### src/rtl/simple_uart_pkg.sv
`default_nettype none
// +----------------------------------------------------------------------+
// | simple_uart_pkg: shared state encodings and UART frame constants.    |
// | Revision: 1.0                                                        |
// +----------------------------------------------------------------------+
package simple_uart_pkg;

  typedef enum logic [1:0] {
    ARB_IDLE      = 2'd0,
    ARB_WRITE     = 2'd1,
    ARB_WAIT_DONE = 2'd2,
    ARB_GAP       = 2'd3
  } arb_state_e;

  // 8N1: start bit + 8 data bits + stop bit
  localparam int unsigned UART_FRAME_BITS = 10;

  localparam int unsigned GAP_CNT_W = 16;

endpackage
`default_nettype wire

### src/rtl/simple_uart_tx_arbiter_rr_arbiter.sv
`default_nettype none
// +----------------------------------------------------------------------+
// | rr_arbiter: combinational rotating-priority picker; search starts    |
// | at ptr_i+1 and wraps. Revision: 1.0                                  |
// +----------------------------------------------------------------------+
module rr_arbiter #(
  parameter int NUM_REQ = 4
) (
  input  logic [NUM_REQ-1:0]         req_i,
  input  logic [$clog2(NUM_REQ)-1:0] ptr_i,
  output logic [NUM_REQ-1:0]         gnt_o,
  output logic [$clog2(NUM_REQ)-1:0] idx_o,
  output logic                       any_o
);

  localparam int IDX_W = $clog2(NUM_REQ);

  logic [IDX_W:0] cand;
  logic           found;

  always_comb begin
    gnt_o = '0;
    idx_o = '0;
    found = 1'b0;
    cand  = '0;
    for (int k = 1; k <= NUM_REQ; k++) begin
      cand = {1'b0, ptr_i} + (IDX_W+1)'(k);
      if (cand >= (IDX_W+1)'(NUM_REQ)) begin
        cand = cand - (IDX_W+1)'(NUM_REQ);
      end
      if (!found && req_i[cand[IDX_W-1:0]]) begin
        found                    = 1'b1;
        idx_o                    = cand[IDX_W-1:0];
        gnt_o[cand[IDX_W-1:0]]   = 1'b1;
      end
    end
    any_o = found;
  end

endmodule
`default_nettype wire

### src/rtl/simple_uart_tx_arbiter.sv
`default_nettype none
// +----------------------------------------------------------------------+
// | simple_uart_tx_arbiter: round-robin sharing of one 8N1 UART TX among |
// | NUM_REQ byte requesters. Optional message lock: define               |
// | SIMPLE_UART_TX_ARB_LOCK_EN. Revision: 1.0                            |
// +----------------------------------------------------------------------+
module simple_uart_tx_arbiter
  import simple_uart_pkg::*;
#(
  parameter int NUM_REQ    = 4,
  parameter int GAP_CYCLES = 0
) (
  input  logic                       clock,
  input  logic                       srst_n,
  input  logic [NUM_REQ-1:0]         req_valid,
  input  logic [8*NUM_REQ-1:0]       req_data,
  output logic [NUM_REQ-1:0]         req_ready,
  output logic [7:0]                 tx_value,
  output logic                       tx_value_write,
  input  logic                       tx_value_done,
  output logic                       busy,
`ifdef SIMPLE_UART_TX_ARB_LOCK_EN
  input  logic [NUM_REQ-1:0]         req_last,
  output logic                       locked,
`endif
  output logic [$clog2(NUM_REQ)-1:0] grant_id
);

  localparam int IDX_W = $clog2(NUM_REQ);
  localparam logic [GAP_CNT_W-1:0] GAP_LAST = GAP_CNT_W'(GAP_CYCLES - 1);

  arb_state_e           state_q, state_d;
  logic [IDX_W-1:0]     ptr_q, ptr_d;
  logic [IDX_W-1:0]     grant_q, grant_d;
  logic [7:0]           txv_q, txv_d;
  logic                 busy_q, busy_d;
  logic [GAP_CNT_W-1:0] gap_q, gap_d;

  logic [NUM_REQ-1:0]   cand_req;
  logic [NUM_REQ-1:0]   arb_gnt;
  logic [IDX_W-1:0]     arb_idx;
  logic                 arb_any;
  logic                 accept;

`ifdef SIMPLE_UART_TX_ARB_LOCK_EN
  logic lock_q, lock_d;

  // While locked only the owner (last accepted requester) may be picked
  assign cand_req = lock_q ? (req_valid & (NUM_REQ'(1) << grant_q)) : req_valid;
  assign locked   = lock_q;
`else
  assign cand_req = req_valid;
`endif

  rr_arbiter #(
    .NUM_REQ (NUM_REQ)
  ) u_rr_arbiter (
    .req_i (cand_req),
    .ptr_i (ptr_q),
    .gnt_o (arb_gnt),
    .idx_o (arb_idx),
    .any_o (arb_any)
  );

  assign accept         = srst_n && (state_q == ARB_IDLE) && arb_any;
  assign req_ready      = accept ? arb_gnt : '0;
  assign tx_value       = txv_q;
  assign tx_value_write = (state_q == ARB_WRITE);
  assign busy           = busy_q;
  assign grant_id       = grant_q;

  always_comb begin
    state_d = state_q;
    ptr_d   = ptr_q;
    grant_d = grant_q;
    txv_d   = txv_q;
    busy_d  = busy_q;
    gap_d   = gap_q;
`ifdef SIMPLE_UART_TX_ARB_LOCK_EN
    lock_d  = lock_q;
`endif
    case (state_q)
      ARB_IDLE: begin
        if (accept) begin
          txv_d   = req_data[{arb_idx, 3'b000} +: 8];
          grant_d = arb_idx;
          ptr_d   = arb_idx;
          busy_d  = 1'b1;
          state_d = ARB_WRITE;
`ifdef SIMPLE_UART_TX_ARB_LOCK_EN
          lock_d  = ~req_last[arb_idx];
`endif
        end
      end
      ARB_WRITE: begin
        state_d = ARB_WAIT_DONE;
      end
      ARB_WAIT_DONE: begin
        if (tx_value_done) begin
          busy_d  = 1'b0;
          gap_d   = '0;
          state_d = (GAP_CYCLES > 0) ? ARB_GAP : ARB_IDLE;
        end
      end
      ARB_GAP: begin
        gap_d = gap_q + GAP_CNT_W'(1);
        if (gap_q == GAP_LAST) begin
          state_d = ARB_IDLE;
        end
      end
      default: begin
        state_d = ARB_IDLE;
      end
    endcase
  end

  always_ff @(posedge clock) begin
    if (!srst_n) begin
      state_q <= ARB_IDLE;
      ptr_q   <= IDX_W'(NUM_REQ - 1);
      grant_q <= '0;
      txv_q   <= 8'h00;
      busy_q  <= 1'b0;
      gap_q   <= '0;
`ifdef SIMPLE_UART_TX_ARB_LOCK_EN
      lock_q  <= 1'b0;
`endif
    end else begin
      state_q <= state_d;
      ptr_q   <= ptr_d;
      grant_q <= grant_d;
      txv_q   <= txv_d;
      busy_q  <= busy_d;
      gap_q   <= gap_d;
`ifdef SIMPLE_UART_TX_ARB_LOCK_EN
      lock_q  <= lock_d;
`endif
    end
  end

endmodule
`default_nettype wire

### config.mk
export PLATFORM = sky130hd
export DESIGN_NAME = simple_uart_tx_arbiter
export DESIGN_NICKNAME = d
export VERILOG_FILES = /design/src/rtl/simple_uart_pkg.sv /design/src/rtl/simple_uart_tx_arbiter_rr_arbiter.sv /design/src/rtl/simple_uart_tx_arbiter.sv
export SDC_FILE = /design/constraint.sdc
export NUM_CORES = 1
export LEC_CHECK = 0
export ABC_CLOCK_PERIOD_IN_PS = 3900
export CORE_MARGIN = 2
export CORE_UTILIZATION = 30
export DETAILED_ROUTE_END_ITERATION = 6
export HOLD_SLACK_MARGIN = 0.05
export PLACE_DENSITY = 0.63
export SLEW_MARGIN = 20
export SYNTH_ARGS = -nofsm -noshare
export SYNTH_HDL_FRONTEND = slang
export SYNTH_SLANG_ARGS = --single-unit
### constraint.sdc
create_clock -name clock -period 3.9 [get_ports clock]
set_clock_uncertainty 0.15 [all_clocks]
set_input_delay 0.39 -clock clock [delete_from_list [all_inputs] [get_ports clock]]
set_output_delay 0.39 -clock clock [all_outputs]
set_load 0.01 [all_outputs]
; ---- Word level (Yosys, flattened, before mapping)
; Cells that the tools add are included.
; Widths: inputs -> output; s select.
[classes]
shift = 1
n_addsub = 9
mux = 42
n_lt_le_gt_ge = 12
n_eq_ne = 7
reduce_logical = 19
bitwise = 3
[ops]
columns = op, n
row1 = $pmux 16 s2, 1
row2 = $shiftx 32x6->8, 1
row3 = $mux 2, 11
row4 = $mux 4, 5
row5 = $add 16x1->16 const B, 1
row6 = $eq 16x16->1 const B, 1
row7 = $mux 16, 1
row8 = $mux 1, 14
row9 = $ge 3x3->1 const B, 4
row10 = $lt 2x3->1 const B, 4
row11 = $or 4x4->4, 3
row12 = $logic_and 1x1->1, 9
row13 = $bmux 1 s2, 4
row14 = $demux 1 s2, 4
row15 = $ge 2x1->1 const B, 4
row16 = $pmux 2 s4, 1
row17 = $sub 2x1->2 const B, 4
row18 = $add 2x2->3 const B, 2
row19 = $ne 2x2->1 const B, 3
row20 = $reduce_and 3->1, 2
row21 = $eq 2x2->1 const B, 2
row22 = $reduce_and 2->1, 2
row23 = $reduce_bool 2->1, 2
row24 = $add 2x1->3 const B, 1
row25 = other kinds (5), 7
[word_totals]
out_inout_bits = 16
register_bits = 31
wordCells = 99

; ---- Logic depth before layout (Yosys ltp)
; Gate-level depths: netlist (run 1).
[depth]
word_depth = 18
ltp_mapped = 12
depth_no_buf = 8

; ---- Modules after synthesis
; From an unflattened synthesis (run 1), not the netlist that was laid out.
[hier_totals]
hier_cells = 252
area_unflattened_um2 = 2149.6
[modules_own_cells]
columns = module, area_each_um2, cells_per_inst, seq_area_each_um2, n_inst
row1 = simple_uart_tx_arbiter, 1624.1, 184, 620.6, 1
row2 = rr_arbiter, 525.5, 68, 0.0, 1

; ---- Least setup slack after synthesis (run 1)
; Ideal clock, no wire load.
[synth_path]
path_type = register to register
from = reg ptr_q[0]
to = reg txv_q[2], in the netlist tx_value[2]
synth_period_minus_slack_ns = 3.247
path_slack_ns = 0.653
required_time_ns = 3.628
stages_incl_launch_ff = 12
t_arrival_ns = 2.975
path_cell_list = dfxtp_1 > buf_2 > inv_1 > ha_1 > buf_2 > mux4_2 > buf_6 > nor2_2 > o21a_1 > buf_6 > mux2_4 > a221o_1
[synth_via]
elab_chain_cells = 17
word_cells_on_any_way = 41
[synth_rtl]
columns = element, line_no
row1 = "start, declared", simple_uart_tx_arbiter.sv:33  ; logic [IDX_W-1:0] ptr_q, ptr_d;
row2 = "start signal, assigned", simple_uart_tx_arbiter.sv:120  ; ptr_q <= IDX_W'(NUM_REQ - 1);
row3 = "start signal, assigned", simple_uart_tx_arbiter.sv:130  ; ptr_q <= ptr_d;
row4 = branches (longest 17 deep; another with $add 2x1->3), --
row5 = "end signal, assigned", simple_uart_tx_arbiter.sv:132  ; txv_q <= txv_d;
row6 = "end, declared", simple_uart_tx_arbiter.sv:35  ; logic [7:0] txv_q, txv_d;
; Parallel ways; which one is timed is not known. The select of a mux whose other input is x is not followed.
; A chain may end at the register's enable or synchronous reset.

; ---- Final worst setup path (run 1)
[layout_path]
from = reg ptr_q[1]
to = out req_ready[0]
[layout_via]
elab_chain_cells = 17
word_cells_on_any_way = 63
[layout_rtl]
columns = element, line_no
row1 = branches (longest 16 deep; another with $add 2x1->3), --
row2 = $mux 4 *, simple_uart_tx_arbiter.sv:66  ; assign req_ready = accept ? arb_gnt : '0;
row3 = "end, declared", simple_uart_tx_arbiter.sv:17  ; output logic [NUM_REQ-1:0] req_ready,
; Every way passes the cells marked *. The select of a mux whose other input is x is not followed.

==> metrics, run 1 <==
CTS Sinks 31; CP Buf/Inv Count 2; Rel. slew slack 49.41%; CTS Buf Count 5; Longest Clk Path Bufs 2; startpoint types register; starting density of the core 31.42%; number of global-route vias before repair 1765; row count 29; synthesized area per cell 8.901 um2; Worst-Margin Slew 0.7560 ns; DRT iter0 DRCs 111; number of synthesized flops with an enable pin 0; DP Wirelength 3514 um; final hold slack 0.3077 ns; Placed Cells 351; largest net degree at the start of global routing 33; fin util 42.06%; area delta synth->final 33.85%; RSZ-0062 raised after global routing no; Max Freq 269.1 MHz; Layout Cells excl Fill 359; core region area 6459 um2; final-layout fill cell count 661; Lkg Pwr 1.067 nW; Clock Latency Late Sink 0.28 ns; Syn Nets 276; Syn. warnings 0; fin nets 329; CP max-delay cell mux4_2; average wire per standard cell 13.12 um; DR vias/cell 5.164; Clk pin slew, worst setup/hold paths 0.07 ns; WS Path Type reg -> out; first-pass GRT wire length 7921 um; IO Pins 55; Setup crit end kind output port; total chip power 1.769 mW; critical path data arrival time 3.18 ns; # setup viols final 0; pins over their slew limit 0; DIE WIDTH 86.25 um; Yosys cell types 43; postcts setup bufs 0; most frequent cells in the layout 54 x clkdlybuf4s50_1, 30 x dfxtp_1, 20 x nand2_1; max cap viols 0; First-pass DRT Iterations 4; final critical-path required period 3.716 ns; CP top delay family buffers and inverters; detailed-route via count 1854; antenna violations before repair 0; outcome finished, final reports clean; die height 86.25 um; H-tree depth 2; Syn Inst Count 228; ys async rst share 0%; Post-Syn Area 2029 um2; hold path depth 2; CTS tree yes; Worst R2R Path Depth 9; GPL Wtd Cong 0.8584; critical path fanouts, max 11; DRC Markers 0; layout cells sized above 1 9.929%; post-route setup TNS 0 ns; GRT Resource Usage Total 13.17%; ys flop type dfxtp_1; GR Overflow Total 0; Tightest Hold Check Type reg -> reg; # port buffers 54; total die area 7439 um2; CTS root buffer clkbuf_8; Final period util 95.29%; VDD IR max 0.0003607 V; critical path cell sequence inv_1 > ha_2 > mux4_2 > nor3_2 > and2_1 > a221oi_1 > nor2_1 > clkdlybuf4s50_1; final wirelength 4709 um; Crit. path cell count 8; Final Hold Viols 0; Critical Path Max Stage Delay 0.65 ns; post-synthesis sequential area ratio 30.58%; Routed Antenna Nets 0; Seq cells post-synth 31; most common cell after layout, fill and taps aside clkdlybuf4s50_1; PD cells 651.3 nW/um2; worst endpoint required time 3.36 ns; ANT cells 0
worst register-to-register path, cell delays in order, from the launching register on:
cell      delay (ns)
dfxtp_2         0.42
inv_1           0.16
ha_2            0.45
mux4_2          0.65
nor3_2          0.25
nand2b_1        0.08
nand3_1         0.19
buf_4           0.22
nor2_1          0.19
a221o_1         0.36
cells by family (layout without fill, tap and decap cells):
logic type,Yosys count,in the layout,share of synthesized area [%]
multiplexers,28,28,17.08
XOR/XNOR,1,1,0.4316
AND/OR/NAND/NOR,87,87,22.50
buffers and inverters,18,72,4.747
flip-flops,31,31,30.58
adder cells (fa/ha/maj),9,9,5.549
AO/OA/AOI/OAI,54,54,19.11
stage by stage:
stage	instance area [um2]	setup WS [ns]
floorplan	2029	0.6534
global placement	2626	0.4085
detailed placement	2626	0.2496
CTS	2711	0.1109
global route	2716	0.01887
finish	2716	0.1836
per-layer routing:
layer | up-vias | GRT usage [%] | wire (um)
met4 | 0 | 5.256 | 84
met5 | - | 0 | 0
met1 | 859 | 15.80 | 2095
li1 | 946 | - | -
met3 | 10 | 2.952 | 208
met2 | 39 | 22.83 | 2321
synth_stat cells (2+ instances only):
cell type / count / area (um2)
a21boi_0: 3 / 22.52
a21o_1: 2 / 15.01
a21oi_1: 2 / 10.01
a221o_1: 3 / 30.03
a221oi_1: 4 / 35.03
a222oi_1: 6 / 60.06
a22oi_1: 5 / 37.54
and2_1: 14 / 87.58
and3_1: 4 / 25.02
buf_2: 5 / 25.02
buf_6: 3 / 33.78
clkbuf_1: 5 / 18.77
dfxtp_1: 31 / 620.6
ha_1: 9 / 112.6
inv_1: 5 / 18.77
mux2_2: 4 / 45.04
mux2_4: 2 / 30.03
mux2i_1: 17 / 170.2
mux4_2: 4 / 90.09
nand2_1: 20 / 75.07
nand3_1: 10 / 50.05
nand4_1: 4 / 25.02
nor2_1: 15 / 56.30
nor2b_1: 7 / 43.79
nor3_1: 2 / 10.01
o211ai_1: 4 / 30.03
o21a_1: 3 / 22.52
o21ai_0: 17 / 85.08
o31ai_1: 2 / 15.01
or2_2: 2 / 12.51
or3_1: 2 / 12.51
registers in the layout, summed over array words and instances, names as in the netlist:
register and cells:
grant_id 2, ptr_q 2, gap_q 16, busy 1
tx_value 8, state_q 2
final cells by class:
class                           count  area [um2]  area share (%)
Multi-Input combinational cell    179        1320           48.60
Clock inverter                      1       5.005          0.1842
Timing Repair Buffer               59       578.1           21.28
Clock buffer                        7       76.32           2.810
Sequential cell                    31       621.8           22.89
Tap cell                           77       96.34           3.547
Inverter                            5       18.77          0.6909
final timing paths:
| check | startpoint | endpoint | slack [ns] |
|---|---|---|---|
| worst max-delay path | ptr_q[1] | req_ready[0] | 0.18 |
| worst min-delay path | busy | busy | 0.31 |
| worst max register to register | ptr_q[1] | tx_value[2] | 0.67 |
| worst min register to register | busy | busy | 0.31 |
report_power, final:
part / leakage, nW / internal [mW] / total (mW) / switching (mW)
Combinational: 0.771 / 0.560 / 1.08 / 0.522
Clock: 0.0422 / 0.125 / 0.245 / 0.120
Sequential: 0.254 / 0.392 / 0.443 / 0.0512
timing repair:
item / 4_1_cts / 5_1_grt
gates resized for setup: 2 / 1
endpoints found under the setup margin: 4 / 4
hold buffers: 0 / 0
Power figures use the tool's default switching activity.
==> run 2: changes to the inputs <==
--- a/config.mk
+++ b/config.mk
@@ -5,9 +5,10 @@
 export SDC_FILE = /design/constraint.sdc
 export NUM_CORES = 1
 export LEC_CHECK = 0
-export ABC_CLOCK_PERIOD_IN_PS = 3900
+export ABC_CLOCK_PERIOD_IN_PS = 4100
 export CORE_MARGIN = 2
 export CORE_UTILIZATION = 30
+export CTS_BUF_LIST = sky130_fd_sc_hd__clkbuf_2 sky130_fd_sc_hd__clkbuf_4 sky130_fd_sc_hd__clkbuf_8
 export DETAILED_ROUTE_END_ITERATION = 6
 export HOLD_SLACK_MARGIN = 0.05
 export PLACE_DENSITY = 0.63
==> constraint.sdc (replaced) <==
create_clock -name clock -period 4.1 [get_ports clock]
set_clock_uncertainty 0.15 [all_clocks]
set_input_delay 0.41 -clock clock [delete_from_list [all_inputs] [get_ports clock]]
set_output_delay 0.41 -clock clock [all_outputs]
set_load 0.01 [all_outputs]
==> run 2 against run 1 <==
Largest power group unchanged. Cell area grew 1.0%. Global-route usage increased by 0.10 points. Sequential share of layout area decreased by 0.28 points. Die area is the same. Combinational power shrank 6%. Count of clock-buffer cells in the layout fell by 1. Routed wire length down 1.0%. Sequential power is 5.0% lower. Non-clock buffer count down 1. Highest routed layer unchanged. Hold slack gained 0.011 ns. Cell count shrank 0.28%. Sequential cell count is the same.
==> metrics, run 2 (synthesized netlist as in run 1, its figures left out) <==
final hold slack 0.3188 ns (+0.01106 ns); average wire per standard cell 13.02 um (-0.72%); CTS Sinks 31 (unchanged); critical path fanouts, max 11 (unchanged); DR vias/cell 5.257 (+1.8%); PD cells 638.1 nW/um2 (-2.0%); RSZ-0062 raised after global routing no; most common cell after layout, fill and taps aside clkdlybuf4s50_1; Max Freq 258.5 MHz; max cap viols 0 (unchanged); met2 Track Usage GR 22.48% (-0.35 points); GPL Wtd Cong 0.8326 (-3.0%); Tightest Hold Check Type reg -> reg; IO Pins 55 (unchanged); CTS root buffer clkbuf_8; most frequent cells in the layout 54 x clkdlybuf4s50_1, 31 x dfxtp_1, 20 x nand2_1; outcome finished, final reports clean; GR Overflow Total 0 (unchanged); WS Path Type reg -> out; # setup viols final 0 (unchanged); die height 86.25 um (unchanged); final critical-path required period 3.868 ns; worst endpoint required time 3.54 ns (+0.18 ns); pins over their slew limit 0 (unchanged); DIE WIDTH 86.25 um (unchanged); VDD IR max 0.0003228 V (-11%); final wirelength 4662 um (-1.0%); Routed Antenna Nets 0 (unchanged); met1 Resource Use GR 15.57% (-0.23 points); max reg flops 16 (unchanged); CP max-delay cell mux4_2; Lkg Pwr 1.082 nW (+1.4%); DP Wirelength 3523 um (+0.25%); CTS Buf Count 5 (unchanged); Hold Buf Count CTS 0 (unchanged); DRT iter0 DRCs 83 (-25%); number of global-route vias before repair 1790 (+1.4%); H-tree depth 2 (unchanged); ANT cells 0 (unchanged); # port buffers 54 (unchanged); detailed-route via count 1882 (+1.5%); CP top delay family buffers and inverters; routing usage on met3 3.810% (+0.86 points); post_cts resized 0 (-2); area delta synth->final 35.20%; row count 29 (unchanged); Largest Register gap_q; CP Buf/Inv Count 2 (unchanged); Worst-Margin Slew 0.8092 ns (+0.05313 ns); fin nets 328 (-0.30%); First-pass DRT Iterations 5 (+1); Final period util 94.34%; Clk pin slew, worst setup/hold paths 0.07 ns (about the same); DRC Markers 0 (unchanged); Longest Clk Path Bufs 2 (unchanged); critical path data arrival time 3.31 ns (+0.13 ns); critical path cell sequence inv_1 > ha_2 > mux4_2 > nor3_2 > and2_1 > a221oi_1 > nor2_1 > clkdlybuf4s50_1; largest net degree at the start of global routing 32 (-3.0%); busiest grt layer met2; first-pass GRT wire length 7928 um (about the same); antenna violations before repair 0 (unchanged); CTS tree yes; GRT Resource Usage Total 13.27% (+0.10 points); Setup crit end kind output port; postcts setup bufs 0 (unchanged); Final Hold Viols 0 (unchanged); startpoint types register; starting density of the core 31.42% (unchanged); core region area 6459 um2 (unchanged); Clock Latency Late Sink 0.28 ns (about the same); total die area 7439 um2 (unchanged); post-route setup TNS 0 ns (unchanged); layout cells sized above 1 9.964% (+0.035 points); total chip power 1.751 mW (-1.0%); Rel. slew slack 45.86% (-3.6 points); Critical Path Max Stage Delay 0.64 ns (about the same)
-- run 2: routing by layer --
metal / wire length, um / vias up
met3: 248 / 6
met2: 2335 / 44
li1: - / 943
met1: 2024 / 889
met5: 0 / -
met4: 53 / 0
-- run 2: tightest hold or removal path, cell delays in order, from the launching register on --
cell,delay (ns)
dfxtp_1,0.31
nand3_1,0.06
nand2_1,0.05
-- run 2: final cells by class --
class / instances / area (um2)
inverter: 5 / 18.77
clock buffer: 6 / 82.58
multi-input combinational: 179 / 1320
fill: 646 / 3715
tap: 77 / 96.34
clock inverter: 2 / 35.03
sequential: 31 / 620.6
timing repair buffer: 58 / 570.5
-- run 2: worst paths after layout --
kind                  from            to  slack (ns)  cells past startpoint
setup / recovery  ptr_q[1]  req_ready[1]        0.23                      8
hold / removal        busy          busy        0.32                      2
setup reg to reg  ptr_q[1]   tx_value[1]        0.66                      9
hold reg to reg       busy          busy        0.32                      2
-- run 2: stage by stage --
step / util [%] / instances / instance area [um2] / setup slack, ns
final: 42.48 / 358 / 2744 / 0.2322
after global routing: 42.48 / 358 / 2744 / 0.03649
after CTS: 42.37 / 358 / 2736 / 0.1347
after detailed placement: 40.55 / 350 / 2619 / 0.4238
after global placement: 40.55 / 350 / 2619 / 0.5416
after floorplan: - / 228 / 2029 / 0.8480
-- run 2: report_power, final --
| group | total (mW) | internal [mW] | leakage [nW] | switching, mW |
|---|---|---|---|---|
| clock network | 0.310 | 0.196 | 0.0612 | 0.114 |
| registers | 0.421 | 0.372 | 0.254 | 0.0488 |
| logic | 1.02 | 0.528 | 0.767 | 0.493 |
| total | 1.75 | 1.10 | 1.08 | 0.655 |
==> run 3: changes to the inputs <==
--- a/config.mk
+++ b/config.mk
@@ -5,13 +5,14 @@
 export SDC_FILE = /design/constraint.sdc
 export NUM_CORES = 1
 export LEC_CHECK = 0
+export ABC_AREA = 1
 export ABC_CLOCK_PERIOD_IN_PS = 4100
 export CORE_MARGIN = 2
 export CORE_UTILIZATION = 30
 export CTS_BUF_LIST = sky130_fd_sc_hd__clkbuf_2 sky130_fd_sc_hd__clkbuf_4 sky130_fd_sc_hd__clkbuf_8
 export DETAILED_ROUTE_END_ITERATION = 6
 export HOLD_SLACK_MARGIN = 0.05
-export PLACE_DENSITY = 0.63
+export PLACE_DENSITY = 0.62
 export SLEW_MARGIN = 20
 export SYNTH_ARGS = -nofsm -noshare
 export SYNTH_HDL_FRONTEND = slang
==> run 3 against run 2 <==
Hold slack better by 0.011 ns. Global-route usage up 1.5 points. Cell area up 4.7%. Highest routed layer unchanged. Cell count up 39%. Largest power group unchanged. Critical endpoint is now req_ready[3]. Critical path type unchanged. Sequential power up 3%. Count of clock-buffer cells in the layout up 1. Die area up 6.0%. Via count up 22%.
==> metrics, run 3 <==
fin util 41.84% (-0.64 points); PD cells 683.8 nW/um2 (+7.2%); cell area after placement 2785 um2 (+6.4%); first-pass GRT wire length 9308 um (+17%); DR vias/cell 4.627 (-12%); top-count cell post-synth nand2_1; startpoint types register; average wire per standard cell 10.93 um (-16%); critical path data arrival time 3.16 ns (-0.15 ns); pins over their slew limit 0 (unchanged); largest area contributor in the netlist dfxtp_1; area delta synth->final 33.16%; critical path cell sequence inv_1 > ha_1 > inv_1 > nand2_2 > nand2_4 > nor3_4 > nand2_4 > nand2_4 > inv_1 > nand2_1 > inv_1 > clkdlybuf4s50_1; post_cts resized 0 (unchanged); Post-Syn Area 2158 um2 (+6.4%); reg2reg start ptr_q[1]; Synth top cells by count 111 x nand2_1, 44 x inv_1, 39 x nand3_1; DIE WIDTH 88.82 um (+3.0%); CTS tree yes; total die area 7889 um2 (+6.0%); final wirelength 5445 um (+17%); DRT iter0 DRCs 144 (+73%); fin nets 449 (+37%); post-route cell area 2874 um2 (+4.7%); Routed Antenna Nets 0 (unchanged); synthesized area per cell 6.256 um2 (-30%); core region area 6869 um2 (+6.4%); die height 88.82 um (+3.0%); CP max-delay cell dfxtp_1; Clk pin slew, worst setup/hold paths 0.06 ns (about the same); reg2reg end grant_id[0]; most frequent CP cell inv_1; Setup crit end kind output port; Rel. slew slack 66.96% (+21 points); ys flop type dfxtp_1; row count 30 (+3.4%); post-route setup TNS 0 ns (unchanged); Longest Clk Path Bufs 2 (unchanged); max cap viols 0 (unchanged); Critical Path Max Stage Delay 0.51 ns (-0.13 ns); GPL Wtd Cong 0.8076 (-3.0%); Placed Cells 490 (+40%); CP Buf/Inv Count 5 (+3); final hold slack 0.3298 ns (+0.01103 ns); RSZ-0062 raised after global routing no; Hold Buf Count CTS 0 (unchanged); outcome finished, final reports clean; GRT Resource Usage Total 14.78% (+1.5 points); GR Overflow Total 0 (unchanged); detailed-route via count 2304 (+22%); Worst-Margin Slew 0.4938 ns (-0.3154 ns); largest net degree at the start of global routing 20 (-38%); Clock Latency Late Sink 0.28 ns (about the same); Layout Cells excl Fill 498 (+39%); starting density of the core 31.42% (about the same); DRC Markers 0 (unchanged); Yosys top cell area share 28.75% (-1.8 points); max reg flops 16 (unchanged); VDD IR max 0.0002934 V (-9.1%); most common cell after layout, fill and taps aside nand2_1; Syn. warnings 0 (unchanged); ys async rst share 0% (unchanged); Final period util 90.68% (-3.7 points); IO Pins 55 (unchanged); Tightest Hold Check Type reg -> reg; Worst Setup EP req_ready[3]; critical path fanouts, max 17 (+6); CP startpoint ptr_q[1]; DP Wirelength 4216 um (+20%); number of synthesized flops with an enable pin 0 (unchanged); Lkg Pwr 1.290 nW (+19%); post-synthesis sequential area ratio 28.75% (-1.8 points); Syn Inst Count 345 (+51%); CTS root buffer clkbuf_8; First-pass DRT Iterations 5 (unchanged); CTS Buf Count 5 (unchanged); ANT cells 0 (unchanged); number of global-route vias before repair 2113 (+18%); CTS Sinks 31 (unchanged); Seq cells post-synth 31 (unchanged); Crit. path cell count 12 (+4); Largest Register gap_q; setup slack, reg-to-reg 1.38 ns (+0.72 ns); Syn Nets 393 (+42%); # port buffers 54 (unchanged); Final Hold Viols 0 (unchanged); CP top delay family simple AND/OR/NAND/NOR gates; layout cells sized above 1 6.716% (-3.2 points); H-tree depth 2 (unchanged); most frequent cells in the layout 111 x nand2_1, 54 x clkdlybuf4s50_1, 44 x inv_1; postcts setup bufs 0 (unchanged); worst endpoint required time 3.54 ns (about the same); final critical-path required period 3.718 ns (-0.1501 ns); Worst R2R Path Depth 11 (+2); WS Path Type reg -> out; antenna violations before repair 0 (unchanged); Synth area leaders dfxtp_1 29%, nand2_1 19%, nand3_1 9.0%; Max Freq 269.0 MHz (+4.0%); # setup viols final 0 (unchanged); Yosys cell types 33 (-23%)
## run 3: cell types whose count changed after synthesis, sizes merged, moves of 5 or more
cell,previous run,this run
nor2b,8,0
nand2,20,119
inv,5,46
a21oi,2,15
and2,14,0
nand3,10,40
mux2i,17,0
nor2,16,35
mux2,7,0
o21ai,17,12
a222oi,6,0
## run 3: worst min path at each step
stage | to | depth (start not counted) | startpoint | slack, ns
after floorplan | gap_q[14] | 2 | gap_q[14] | 0.30
after global placement | gap_q[14] | 2 | gap_q[14] | 0.31
after detailed placement | busy | 2 | busy | 0.32
after CTS | busy | 2 | busy | 0.33
after global routing | gap_q[1] | 2 | gap_q[1] | 0.36
final | busy | 2 | busy | 0.33
## run 3: worst reg2reg max path: cells and delay by family (launching register included)
family	cells	cell delay, ns
simple gates	6	1.01
flops	1	0.51
buf+inv	3	0.45
fa+ha+maj	1	0.42
compound gates	1	0.07
## run 3: logic make-up after synthesis
kind of cell / count (synthesis) / synth area share [%]
flops: 31 / 28.75
simple gates: 205 / 42.09
buf+inv: 55 / 10.78
compound gates: 45 / 13.16
fa+ha+maj: 9 / 5.217
## run 3: stage by stage
| step | power [mW] | worst slack, ns |
|---|---|---|
| after floorplan | 1.410 | 1.575 |
| after global placement | 1.733 | 0.8157 |
| after detailed placement | 1.725 | 0.6903 |
| after CTS | 1.980 | 0.3800 |
| after global routing | 2.184 | 0.07479 |
| final | 1.965 | 0.3823 |
## run 3: final cells by class
cell class              count  area (um2)
clock inverters             1       5.005
flip-flops and latches     31       620.6
repair buffers             57       563.0
fillers                   730        3995
clock buffers               7       83.83
multi-input cells         259        1305
inverters                  47       176.4
well taps                  96       120.1
## run 3: layer usage
metal	global-route usage (%)	up-vias	part of all wire, %
met1	19.37	1000	49
met2	24.08	71	44
met5	0	-	0
met3	4.291	8	6.4
met4	3.306	0	1.1
li1	-	1225	-
## run 3: power breakdown
part,internal [mW],switching [mW]
Clock,0.132,0.118
Combinational,0.477,0.805
Sequential,0.377,0.0563
Total,0.986,0.979
